### config.mk
export PLATFORM = sky130hd
export DESIGN_NAME = bounce_arbiter
export DESIGN_NICKNAME = d
export VERILOG_FILES = /design/src/rtl/bounce_arbiter_pkg.sv /design/src/rtl/bounce_arbiter_ptr.sv /design/src/rtl/bounce_arbiter.sv
export SDC_FILE = /design/constraint.sdc
export NUM_CORES = 1
export LEC_CHECK = 0
export BUFFER_PORTS_ARGS = -buffer_cell sky130_fd_sc_hd__buf_2
export CORE_MARGIN = 5
export CORE_UTILIZATION = 52
export DETAILED_ROUTE_END_ITERATION = 8
export PLACE_DENSITY = 0.78
export SYNTH_ARGS = -nofsm -noshare
export SYNTH_HDL_FRONTEND = slang
export SYNTH_SLANG_ARGS = --single-unit
### constraint.sdc
create_clock -name CLK -period 3.3 [get_ports CLK]
set_clock_uncertainty 0.1 [all_clocks]
set_input_delay 0.33 -clock CLK [delete_from_list [all_inputs] [get_ports CLK]]
set_output_delay 0.33 -clock CLK [all_outputs]
set_load 0.05 [all_outputs]
### src/rtl/bounce_arbiter_pkg.sv
// Shared definitions for the bounce arbiter: FSM state encoding, pointer
// direction constants and the pointer reset-value helper.
package bounce_arbiter_pkg;

  typedef enum logic {
    ST_IDLE  = 1'b0,
    ST_OWNED = 1'b1
  } state_t;

  // Direction of pointer travel: right = decreasing index.
  localparam logic DIR_RIGHT = 1'b1;
  localparam logic DIR_LEFT  = 1'b0;

  // One-hot value with only bit n-1 set; callers size-cast to their width.
  function automatic logic [31:0] ptr_msb(input int n);
    return 32'd1 << (n - 1);
  endfunction

endpackage

### src/rtl/bounce_arbiter_ptr.sv
// bounce_ptr: one-hot priority pointer that bounces MSB->LSB->MSB, one step
// per advance strobe.
// Ports:
//   CLK, RSTna  clock (rising edge), asynchronous active-low reset
//   adv         advance strobe, one step per cycle it is high
//   ptr         one-hot pointer, resets to the MSB
//   dir         current direction (DIR_RIGHT / DIR_LEFT)
//   tc          one-cycle pulse when the pointer turns at the LSB
module bounce_ptr
  import bounce_arbiter_pkg::*;
#(
  parameter int N = 8
) (
  input  logic         CLK,
  input  logic         RSTna,
  input  logic         adv,
  output logic [N-1:0] ptr,
  output logic         dir,
  output logic         tc
);

  // NOTE: sequential state uses non-blocking assignments so every register
  // samples pre-edge values regardless of statement order.
  always_ff @(posedge CLK or negedge RSTna) begin
    if (!RSTna) begin
      ptr <= N'(ptr_msb(N));
      dir <= DIR_RIGHT;
      tc  <= 1'b0;
    end else begin
      tc <= 1'b0;
      if (adv) begin
        if (dir == DIR_RIGHT) begin
          if (ptr[0]) begin
            // Turn at the LSB: reverse and step to index 1.
            dir <= DIR_LEFT;
            ptr <= ptr << 1;
            tc  <= 1'b1;
          end else begin
            ptr <= ptr >> 1;
          end
        end else begin
          if (ptr[N-1]) begin
            // Turn at the MSB: reverse and step to index N-2.
            dir <= DIR_RIGHT;
            ptr <= ptr >> 1;
          end else begin
            ptr <= ptr << 1;
          end
        end
      end
    end
  end

endmodule

### src/rtl/bounce_arbiter.sv
// bounce_arbiter: N-requester arbiter for one shared resource. The owner
// keeps the grant until it strobes DONE, drops REQ, or holds for MAXHOLD
// cycles. Fairness comes from a bouncing one-hot priority pointer that
// advances once per release.
// Ports:
//   CLK, RSTna  clock (rising edge), asynchronous active-low reset
//   REQ         per-requester level request
//   DONE        per-requester release strobe (only the owner's bit counts)
//   GNT         registered one-hot grant, zero when idle
//   GNT_IDX     binary index of the owner, holds last owner when idle
//   BUSY        high while a grant is active
//   PTR         one-hot priority pointer
//   TC          one-cycle pulse when the pointer turns at the LSB
//   TIMEOUT     one-cycle pulse on a forced (hold-limit) release
module bounce_arbiter
  import bounce_arbiter_pkg::*;
#(
  parameter int N       = 8,
  parameter int MAXHOLD = 16,
  parameter int W       = $clog2(N)
) (
  input  logic         CLK,
  input  logic         RSTna,
  input  logic [N-1:0] REQ,
  input  logic [N-1:0] DONE,
  output logic [N-1:0] GNT,
  output logic [W-1:0] GNT_IDX,
  output logic         BUSY,
  output logic [N-1:0] PTR,
  output logic         TC,
  output logic         TIMEOUT
);

  localparam int CW = $clog2(MAXHOLD);

  state_t        state;
  logic [CW-1:0] hold_cnt;
  logic          dir;
  logic [W-1:0]  ptr_idx;
  logic [W-1:0]  win_idx;
  logic          win_found;
  logic          at_limit;
  logic          rel_normal;
  logic          rel_timeout;
  logic          rel;

  bounce_ptr #(.N(N)) u_ptr (
    .CLK   (CLK),
    .RSTna (RSTna),
    .adv   (rel),
    .ptr   (PTR),
    .dir   (dir),
    .tc    (TC)
  );

  // NOTE: every combinational output gets a default first so no path
  // through the block leaves it unassigned (no latch).
  always_comb begin
    ptr_idx = '0;
    for (int i = 0; i < N; i++) begin
      if (PTR[i]) ptr_idx = W'(i);
    end
  end

  // Circular scan starting at the pointer, in the pointer's direction.
  always_comb begin
    int           j;
    logic [W-1:0] jj;
    win_found = 1'b0;
    win_idx   = '0;
    j         = 0;
    jj        = '0;
    for (int i = 0; i < N; i++) begin
      if (dir == DIR_RIGHT) begin
        j = int'(ptr_idx) - i;
        if (j < 0) j = j + N;
      end else begin
        j = int'(ptr_idx) + i;
        if (j >= N) j = j - N;
      end
      jj = W'(j);
      if (!win_found && REQ[jj]) begin
        win_found = 1'b1;
        win_idx   = jj;
      end
    end
  end

  // A voluntary release wins over a coincident hold-limit expiry.
  assign at_limit    = (hold_cnt == CW'(MAXHOLD - 1));
  assign rel_normal  = (state == ST_OWNED) && (DONE[GNT_IDX] || !REQ[GNT_IDX]);
  assign rel_timeout = (state == ST_OWNED) && !rel_normal && at_limit;
  assign rel         = rel_normal || rel_timeout;

  // NOTE: the async reset clears GNT/BUSY the moment RSTna falls, without
  // waiting for a clock edge.
  always_ff @(posedge CLK or negedge RSTna) begin
    if (!RSTna) begin
      state    <= ST_IDLE;
      GNT      <= '0;
      GNT_IDX  <= '0;
      BUSY     <= 1'b0;
      TIMEOUT  <= 1'b0;
      hold_cnt <= '0;
    end else begin
      TIMEOUT <= rel_timeout;
      case (state)
        ST_IDLE: begin
          if (win_found) begin
            state    <= ST_OWNED;
            GNT      <= N'(1) << win_idx;
            GNT_IDX  <= win_idx;
            BUSY     <= 1'b1;
            hold_cnt <= '0;
          end
        end
        ST_OWNED: begin
          if (rel) begin
            // Returning to IDLE forces a one-cycle gap before the next grant.
            state <= ST_IDLE;
            GNT   <= '0;
            BUSY  <= 1'b0;
          end else if (!at_limit) begin
            hold_cnt <= hold_cnt + CW'(1);
          end
        end
        default: state <= ST_IDLE;
      endcase
    end
  end

endmodule

==> results of run 1 <==
[area by class of cell]
| class | count | area, um^2 |
|---|---|---|
| clock buffers | 3 | 41.3 |
| fillers | 312 | 921 |
| flip-flops and latches | 28 | 713 |
| clock inverters | 1 | 30.0 |
| repair buffers | 123 | 891 |
| well taps | 54 | 67.6 |
| multi-input cells | 245 | 1960 |
| inverters | 16 | 66.3 |
[stage by stage]
stage / area, um^2 / setup TNS, ps
6_report: 3770 / -2090
3_5_place_dp: 3220 / -3300
3_3_place_gp: 3220 / -1380
2_1_floorplan: 2560 / -2380
5_1_grt: 3770 / -4450
4_1_cts: 3600 / -1680
[final timing paths]
| check | cells past startpoint | slack (ps) | from | to |
|---|---|---|---|---|
| setup / recovery | 14 | -220 | u_ptr.ptr[2]$_DFFE_PN0N_ | GNT[6]$_DFFE_PN0P_ |
| hold / removal | 2 | 390 | GNT[2]$_DFFE_PN0P_ | GNT[2]$_DFFE_PN0P_ |
| setup reg to reg | 14 | -220 | u_ptr.ptr[2]$_DFFE_PN0N_ | GNT[6]$_DFFE_PN0P_ |
| hold reg to reg | 2 | 390 | GNT[2]$_DFFE_PN0P_ | GNT[2]$_DFFE_PN0P_ |
| max in group asynchronous | 2 | 2140 | RSTna | u_ptr.ptr[6]$_DFFE_PN0N_ |
| min in group asynchronous | 2 | 510 | RSTna | hold_cnt[0]$_DFFE_PN0P_ |
[metal layers]
| metal | vias to the layer above | GRT usage, % | routed length (um) |
|---|---|---|---|
| met2 | 128 | 51.1 | 4500 |
| met5 | - | 0 | 0 |
| met4 | 0 | 11.9 | 279 |
| met3 | 30 | 5.10 | 582 |
| met1 | 1465 | 36.5 | 3630 |
| li1 | 1378 | - | - |
[cells by family after synthesis]
family,after synthesis
AND/OR/NAND/NOR,115
AO/OA/AOI/OAI,113
buffers and inverters,29
flip-flops,28
XOR/XNOR,7
multiplexers,7
adder cells (fa/ha/maj),3
[registers in the layout (all words and copies together) (netlist names)]
signal and flops:
BUSY 1, GNT 8, GNT_IDX 3, TIMEOUT 1
hold_cnt 4, state 1, u_ptr.dir 1, u_ptr.ptr 8
u_ptr.tc 1
[Yosys cell counts, types with 4 or more instances]
| master | number |
|---|---|
| mux2i_1 | 5 |
| o31ai_1 | 4 |
| o211ai_1 | 4 |
| nor3_1 | 6 |
| clkbuf_1 | 7 |
| inv_1 | 15 |
| a22oi_1 | 5 |
| nand2_1 | 42 |
| o2111ai_1 | 6 |
| nand3_1 | 20 |
| a22o_1 | 7 |
| a31oi_1 | 13 |
| o21ai_1 | 6 |
| or3_1 | 6 |
| nand3b_1 | 4 |
| dfrtp_1 | 26 |
| o21ai_0 | 19 |
| xor2_1 | 4 |
| nor2_1 | 14 |
| a21oi_1 | 16 |
[what timing repair did]
action                                  in CTS  in global routing
endpoints found under the setup margin      15                 17
pin swaps                                   23                 20
buffers inserted                            15                  5
hold buffers                                 1                  0
resized for setup                           31                 31
gates cloned                                 0                  0
hold endpoints to repair                    26                  0
[critical path, stage by stage, from the launching register on]
cell       delay (ps)
dfrtp_2           440
nand2b_4          160
a211o_1           320
nand2b_4          110
inv_4              50
fa_2              440
xnor2_4           270
a31oi_2           170
a22o_4            300
nor3b_4           220
buf_4             150
o2111ai_2         110
o2bb2ai_2         150
o31a_1            190
a22o_1            240
==> out/results.txt, run 1 <==
grt ovf = 0
Final Cycle Share = 107%
Clk pin slew, worst setup/hold paths = 100 ps
CTS Buf Count = 3
Worst-Margin Slew = 850 ps
area of the mapped netlist = 2490 um^2
xor/xnor cell area share of the yosys netlist = 3.36%
die area = 6280 um^2
row count = 25
critical path required time = 3380 ps
clk_lat worst skew = 280 ps
clk buf depth = 2
most common cell after layout, fill and taps aside = buf_4
post-synthesis sequential area ratio = 28.2%
largest family of logic cells by synthesized area = compound AO/OA/AOI/OAI gates
DP Cell Count = 445
Synth cell types = 71
first-pass GRT wire length = 14700 um
initial antenna violation count = 0
Non-Filler Instances = 470
Post-Synth Simple-Gate Area = 24.1%
final wirelength = 8990 um
Synth Register Bits = 28
clk root buf = clkbuf_8
DP Worst Slack = -348 ps
WL/cell = 19.1 um
Mean Syn Cell Area = 8.25 um^2
mux cell area share after synthesis = 3.36%
drt drc = 0
n_diodes = 0
crit path capture type = flop
failing checks = negative setup slack
share of layout cells above drive strength 1 = 48.1%
CTS tree = yes
Starting Density = 53.1%
Worst EP arrival = 3590 ps
status = finished with violations
DR vias = 3001
CP Launch Type = flop
HP Class = reg -> reg
gpl congestion = 0.950
CP Class = reg -> reg
Ys Warns = 0
largest net degree at the start of global routing = 29
number of max-cap violations = 0
Peak Freq = 0.284 GHz
hpwl dp = 6390 um
Ports = 40
H-tree lvl count = 1
worst hold margin = 395 ps
Hold Fails Final Rpt = 0
port bufs = 39
EDFF count, synth = 0
async set-reset flop share out of synthesis = 100%
worst setup margin = -216 ps
dominant synthesized flop cell = dfrtp_1
Adder-Cell Fraction of Synth Area = 2.11%
DR pass1 iterations = 6
TritonCTS sink count = 28
final net count = 438
die span in x = 79.2 um
Synth area leader = dfrtp_1
Setup-failing EPs final = 14
CORE AREA = 4690 um^2
RSZ-0062 raised after global routing = true
Synth top area share = 26.1%
number of global-route vias before repair = 3046
crit-path max FO = 5
DRT iter0 DRCs = 221
Antenna Nets Post-Route = 0
Synth area leaders = dfrtp_1, nand2_1, nand3_1
most frequent cells in the layout = buf_4, nand2_1, buf_2
overall routing resource usage = 29.6%
post-synthesis compound-gate area fraction = 33.3%
Die Y = 79.2 um
Layout area overhead = 51.3%
Post-Synthesis Cells = 302
via/cell ratio = 6.39
Post-Syn Nets = 323
crit path time final = 3520 ps
Slew Limit Fails = 0
final core utilization = 80.4%
Worst slew margin = 42.7%
Power of run 1 is left out: the tool's default activity adds up to more than one toggle a clock period on the data nets, which glitch-free logic cannot reach.
==> inputs of run 2 (changes only) <==
--- a/config.mk
+++ b/config.mk
@@ -5,11 +5,14 @@
 export SDC_FILE = /design/constraint.sdc
 export NUM_CORES = 1
 export LEC_CHECK = 0
+export ABC_AREA = 1
 export BUFFER_PORTS_ARGS = -buffer_cell sky130_fd_sc_hd__buf_2
+export CAP_MARGIN = 40
 export CORE_MARGIN = 5
-export CORE_UTILIZATION = 52
+export CORE_UTILIZATION = 51
 export DETAILED_ROUTE_END_ITERATION = 8
-export PLACE_DENSITY = 0.78
+export GPL_ROUTABILITY_DRIVEN = 0
+export PLACE_DENSITY = 0.77
 export SYNTH_ARGS = -nofsm -noshare
 export SYNTH_HDL_FRONTEND = slang
 export SYNTH_SLANG_ARGS = --single-unit
==> out/results.txt, run 2 <==
Logic pwr share = 43.5%
Post-Synthesis Cells = 339
die span in x = 78.0 um
HP Class = in -> reg
Pleak = 1.52 nW
Post-Synth Simple-Gate Area = 47.6%
critical path required time = 3380 ps
Ports = 40
switch share = 44.1%
RSZ-0062 raised after global routing = false
Worst slew margin = 56.2%
drt drc = 0
WL/cell = 13.7 um
Antenna Nets Post-Route = 0
share of layout cells above drive strength 1 = 29.0%
overall routing resource usage = 20.0%
clk buf depth = 2
Setup-failing EPs final = 0
CTS tree = yes
Worst-Margin Slew = 649 ps
EDFF count, synth = 0
Worst EP arrival = 3220 ps
initial antenna violation count = 0
most frequent cells in the layout = nand2_1, nand3_1, buf_2
Mean Syn Cell Area = 6.96 um^2
Synth area leader = dfrtp_1
area of the mapped netlist = 2360 um^2
clk_lat worst skew = 280 ps
crit-path max FO = 8
Starting Density = 53.4%
clk root buf = clkbuf_8
multi-input gate area in the final layout = 1490 um^2
Slew Limit Fails = 0
Layout area overhead = 17.3%
Synth cell types = 37
DR vias = 2458
via/cell ratio = 5.61
CP Class = reg -> reg
first-pass GRT wire length = 10200 um
internal power = 0.000722 W
Hold Fails Final Rpt = 0
Adder-Cell Fraction of Synth Area = 2.23%
Post-Syn Nets = 360
largest family of logic cells by synthesized area = simple AND/OR/NAND/NOR gates
count leader, synth = nand2_1
port bufs = 39
die area = 6080 um^2
n_diodes = 0
worst hold margin = 372 ps
peak supply drop = 0.546 mV
placed cell area = 2630 um^2
Synth area leaders = dfrtp_1, nand2_1, nand3_1
largest net degree at the start of global routing = 29
xor/xnor cell area share of the yosys netlist = 2.92%
Synth Register Bits = 28
number of global-route vias before repair = 2269
final instance area = 2770 um^2
post-synthesis compound-gate area fraction = 8.59%
fill cell count = 410
final wirelength = 6020 um
hpwl dp = 4780 um
dominant synthesized flop cell = dfrtp_1
setup_tns = 0 ps
CP Launch Type = flop
Clk pin slew, worst setup/hold paths = 100 ps
status = complete, no violations
number of max-cap violations = 0
sequential share of power = 35.5%
crit path time final = 3140 ps
CTS Buf Count = 3
CORE AREA = 4410 um^2
final core utilization = 62.7%
FF+latch area = 713 um^2
Peak Freq = 0.318 GHz
final net count = 408
DRT iter0 DRCs = 124
H-tree lvl count = 1
worst setup margin = 158 ps
mux cell area share after synthesis = 0.424%
pwr dens = 467 nW/um^2
top cells by count, synth = nand2_1, nand3_1, inv_1, dfrtp_1, nor2_1
most common cell after layout, fill and taps aside = nand2_1
Ys Warns = 0
biggest regs = GNT x8, u_ptr.ptr x8, hold_cnt x4
Synth top area share = 27.6%
TritonCTS sink count = 28
async set-reset flop share out of synthesis = 100%
Die Y = 78.0 um
post-synthesis sequential area ratio = 29.8%
DP Worst Slack = 33.4 ps
grt ovf = 0
Clock Power Share = 21.1%
Final Cycle Share = 95.2%
NetSw = 0.000569 W
DR pass1 iterations = 4
crit path capture type = flop
row count = 24
-- run 2: changes by cell type in the layout (fill, tap and decap cells not counted), sizes merged, moves of 7 or more --
cell   change
a21oi     -14
a22o       -7
a31oi     -14
buf       -74
inv       +22
nand2     +67
nand3     +56
nor2      +12
or3        -7
-- run 2: routing by layer --
metal | vias to the layer above | share of wire [%] | routed length, um | GRT usage (%)
li1 | 1225 | - | - | -
met1 | 1156 | 44 | 2640 | 26.0
met2 | 67 | 51 | 3050 | 35.0
met3 | 10 | 3.9 | 236 | 1.97
met4 | 0 | 1.5 | 89 | 5.57
met5 | - | 0 | 0 | 0
-- run 2: final timing paths --
path / start / end / slack, ps / depth (start not counted)
worst max-delay path: u_ptr.ptr[7]$_DFFE_PN1N_ / GNT[4]$_DFFE_PN0P_ / 160 / 19
worst min-delay path: DONE[5] / TIMEOUT$_DFF_PN0_ / 370 / 4
worst max register to register: u_ptr.ptr[7]$_DFFE_PN1N_ / GNT[4]$_DFFE_PN0P_ / 160 / 19
worst min register to register: GNT[2]$_DFFE_PN0P_ / GNT[2]$_DFFE_PN0P_ / 390 / 2
max in group asynchronous: RSTna / u_ptr.ptr[1]$_DFFE_PN0N_ / 2170 / 2
min in group asynchronous: RSTna / u_ptr.ptr[3]$_DFFE_PN0N_ / 480 / 2
-- run 2: kinds of logic (layout without fill, tap and decap cells) --
family / after synthesis / in the layout
simple gates: 223 / 223
mux: 1 / 1
compound gates: 33 / 33
flops: 28 / 28
fa+ha+maj: 3 / 3
buf+inv: 44 / 91
xor+xnor: 7 / 7
-- run 2: layout make-up --
type	count	share of cell area (%)
clock buffer	3	1.49
clock inverter	1	1.09
inverter	38	5.47
multi-input combinational	267	54.0
sequential	28	25.8
tap	52	2.35
timing repair buffer	49	9.86
-- run 2: repair_timing --
| action | in CTS | in global routing |
|---|---|---|
| hold buffers | 1 | 0 |
| buffers inserted | 0 | 2 |
| setup endpoints to repair | 0 | 13 |
| gates resized for setup | 0 | 11 |
| endpoints found under the hold margin | 26 | 0 |
-- run 2: stage by stage --
step / total power (W) / instances
floorplan: 0.000867 / 339
global placement: 0.00101 / 431
detailed placement: 0.00101 / 431
CTS: 0.00128 / 436
global route: 0.00137 / 438
finish: 0.00129 / 438
-- run 2: power by group through the flow --
stage	combinational [W]	sequential, W	clock (W)
2_1_floorplan	0.000298	0.000569	0
3_3_place_gp	0.000545	0.000463	0
3_5_place_dp	0.000551	0.000463	0
4_1_cts	0.000553	0.000457	0.000273
5_1_grt	0.000617	0.000468	0.000289
6_report	0.000561	0.000458	0.000272
-- run 2: worst max-delay path, cell delays in order (launching register included) --
cell and delay [ps]:
dfstp_4 660, inv_4 60, nand3_2 90, clkinv_2 70
fa_2 600, inv_4 80, nand3_1 110, nand3_1 100
nand2_2 120, nand2_2 70, nor2_4 100, nand3_2 100
nor2_4 200, nand3b_4 130, nand2_8 100, inv_4 70
nand2_2 100, inv_2 50, nand2_1 80, nand2_1 50
(Power assumes the default switching activity.)
==> inputs of run 3 (changes only) <==
==> constraint.sdc (replaced) <==
create_clock -name CLK -period 2.66 [get_ports CLK]
set_clock_uncertainty 0.1 [all_clocks]
set_input_delay 0.266 -clock CLK [delete_from_list [all_inputs] [get_ports CLK]]
set_output_delay 0.266 -clock CLK [all_outputs]
set_load 0.05 [all_outputs]
==> out/results.txt, run 3 (synthesized netlist as in run 2, its figures left out) <==
CTS Buf Count = 3
die area = 6080 um^2
Setup-failing EPs final = 17
Worst slew margin = 59.2%
most frequent cells in the layout = nand2_1, nand3_1, buf_2, buf_4, inv_1
HP Class = in -> reg
crit path time final = 3040 ps
Final Cycle Share = 114%
CP Class = reg -> reg
worst setup margin = -378 ps
n_diodes = 0
DP Worst Slack = -577 ps
Tot Pwr = 0.00173 W
share of layout cells above drive strength 1 = 38.4%
drt drc = 0
initial antenna violation count = 0
Hold Fails Final Rpt = 0
first-pass GRT wire length = 11900 um
clk_lat worst skew = 280 ps
CORE AREA = 4410 um^2
status = finished with violations
Reg2Reg Depth = 18
DR pass1 iterations = 5
largest net degree at the start of global routing = 29
biggest regs = GNT x8, u_ptr.ptr x8, hold_cnt x4
Layout area overhead = 33.2%
final wirelength = 7250 um
most common cell after layout, fill and taps aside = nand2_1
Peak Freq = 0.329 GHz
Worst EP arrival = 3170 ps
Crit. path cell count = 18
via/cell ratio = 5.81
crit-path max FO = 8
number of global-route vias before repair = 2623
Starting Density = 53.4%
Slew Limit Fails = 0
CTS tree = yes
pwr dens = 550 nW/um^2
die span in x = 78.0 um
Hold Path Cell Cnt = 4
Antenna Nets Post-Route = 0
Die Y = 78.0 um
grt ovf = 0
TritonCTS sink count = 28
Non-Filler Instances = 471
DR vias = 2738
port bufs = 39
final net count = 441
sequence of cells on the critical path = inv_4 -> nand3_4 -> clkinv_4 -> fa_2 -> inv_6 -> nand3_2 -> nand3_1 -> nand2_2 -> inv_1 -> nand4_1 -> nand2_1 -> inv_1 -> nand2_1 -> nand2_1 -> nand3_2 -> nor2_2 -> nand2_1 -> nand2_1
H-tree lvl count = 1
DP Cell Count = 462
placed cell area = 2910 um^2
number of max-cap violations = 0
Clk pin slew, worst setup/hold paths = 100 ps
Worst-Margin Slew = 612 ps
Pleak = 1.72 nW
failing checks = negative setup slack
final instance area = 3140 um^2
Buf/Inv on CP = 5
hpwl dp = 5470 um
overall routing resource usage = 23.6%
crit path capture type = flop
clk buf depth = 2
WL/cell = 15.4 um
cell family contributing the most delay on the critical path = simple AND/OR/NAND/NOR gates
most frequent CP cell = nand2_1
RSZ-0062 raised after global routing = true
Ports = 40
critical path required time = 2790 ps
setup_tns = -4970 ps
CP peak stage delay = 670 ps
row count = 24
Critical Path Slowest Stage Cell = fa_2
peak supply drop = 0.648 mV
clk root buf = clkbuf_8
CP Launch Type = flop
DRT iter0 DRCs = 192
-- run 3: changes by cell type in the layout (fill, tap and decap cells not counted), sizes merged --
cell / change
buf: +33
-- run 3: worst reg2reg max path: cells and delay by family, from the launching register on --
| kind | cells | cell delay [ps] |
|---|---|---|
| fa+ha+maj | 1 | 670 |
| flops | 1 | 650 |
| simple gates | 12 | 1260 |
| buf+inv | 5 | 310 |
-- run 3: timing repair --
item / in CTS / in global routing
setup buffers: 3 / 1
hold buffers: 1 / 0
hold endpoints to repair: 26 / 0
pin swaps: 15 / 3
resized for setup: 23 / 8
gates cloned: 0 / 0
endpoints found under the setup margin: 17 / 17
-- run 3: stage by stage --
step                hold slack, ps  util (%)
finish                         316      71.1
global route                   363      71.1
CTS                            316      70.2
detailed placement             215      66.0
global placement               212      66.0
floorplan                     -130         -
-- run 3: where the power goes --
group          switching [W]  internal, W
Combinational       0.000568     0.000242
Clock               0.000138     0.000202
Sequential         0.0000810     0.000498
-- run 3: path summary, 6_finish.rpt --
path,end,from,slack [ps]
hold / removal,TIMEOUT$_DFF_PN0_,DONE[2],320
setup reg to reg,GNT[0]$_DFFE_PN0P_,u_ptr.ptr[7]$_DFFE_PN1N_,-380
hold reg to reg,GNT[3]$_DFFE_PN0P_,GNT[3]$_DFFE_PN0P_,390
setup / recovery,GNT[0]$_DFFE_PN0P_,u_ptr.ptr[7]$_DFFE_PN1N_,-380
min in group asynchronous,state$_DFF_PN0_,RSTna,420
max in group asynchronous,u_ptr.ptr[6]$_DFFE_PN0N_,RSTna,1600
-- run 3: area by class of cell --
cell class,instances,area [um^2]
Clock buffer,3,41.3
Fill cell,354,1270
Inverter,38,163
Multi-Input combinational cell,267,1600
Clock inverter,1,30.0
Timing Repair Buffer,82,532
Tap cell,52,65.1
Sequential cell,28,714
-- run 3: per-layer routing --
layer	wire, um	GRT usage (%)	up-vias
met5	0	0	-
met4	339	11.0	0
met3	466	4.05	36
met2	3610	41.0	134
met1	2830	28.3	1279
li1	-	-	1289
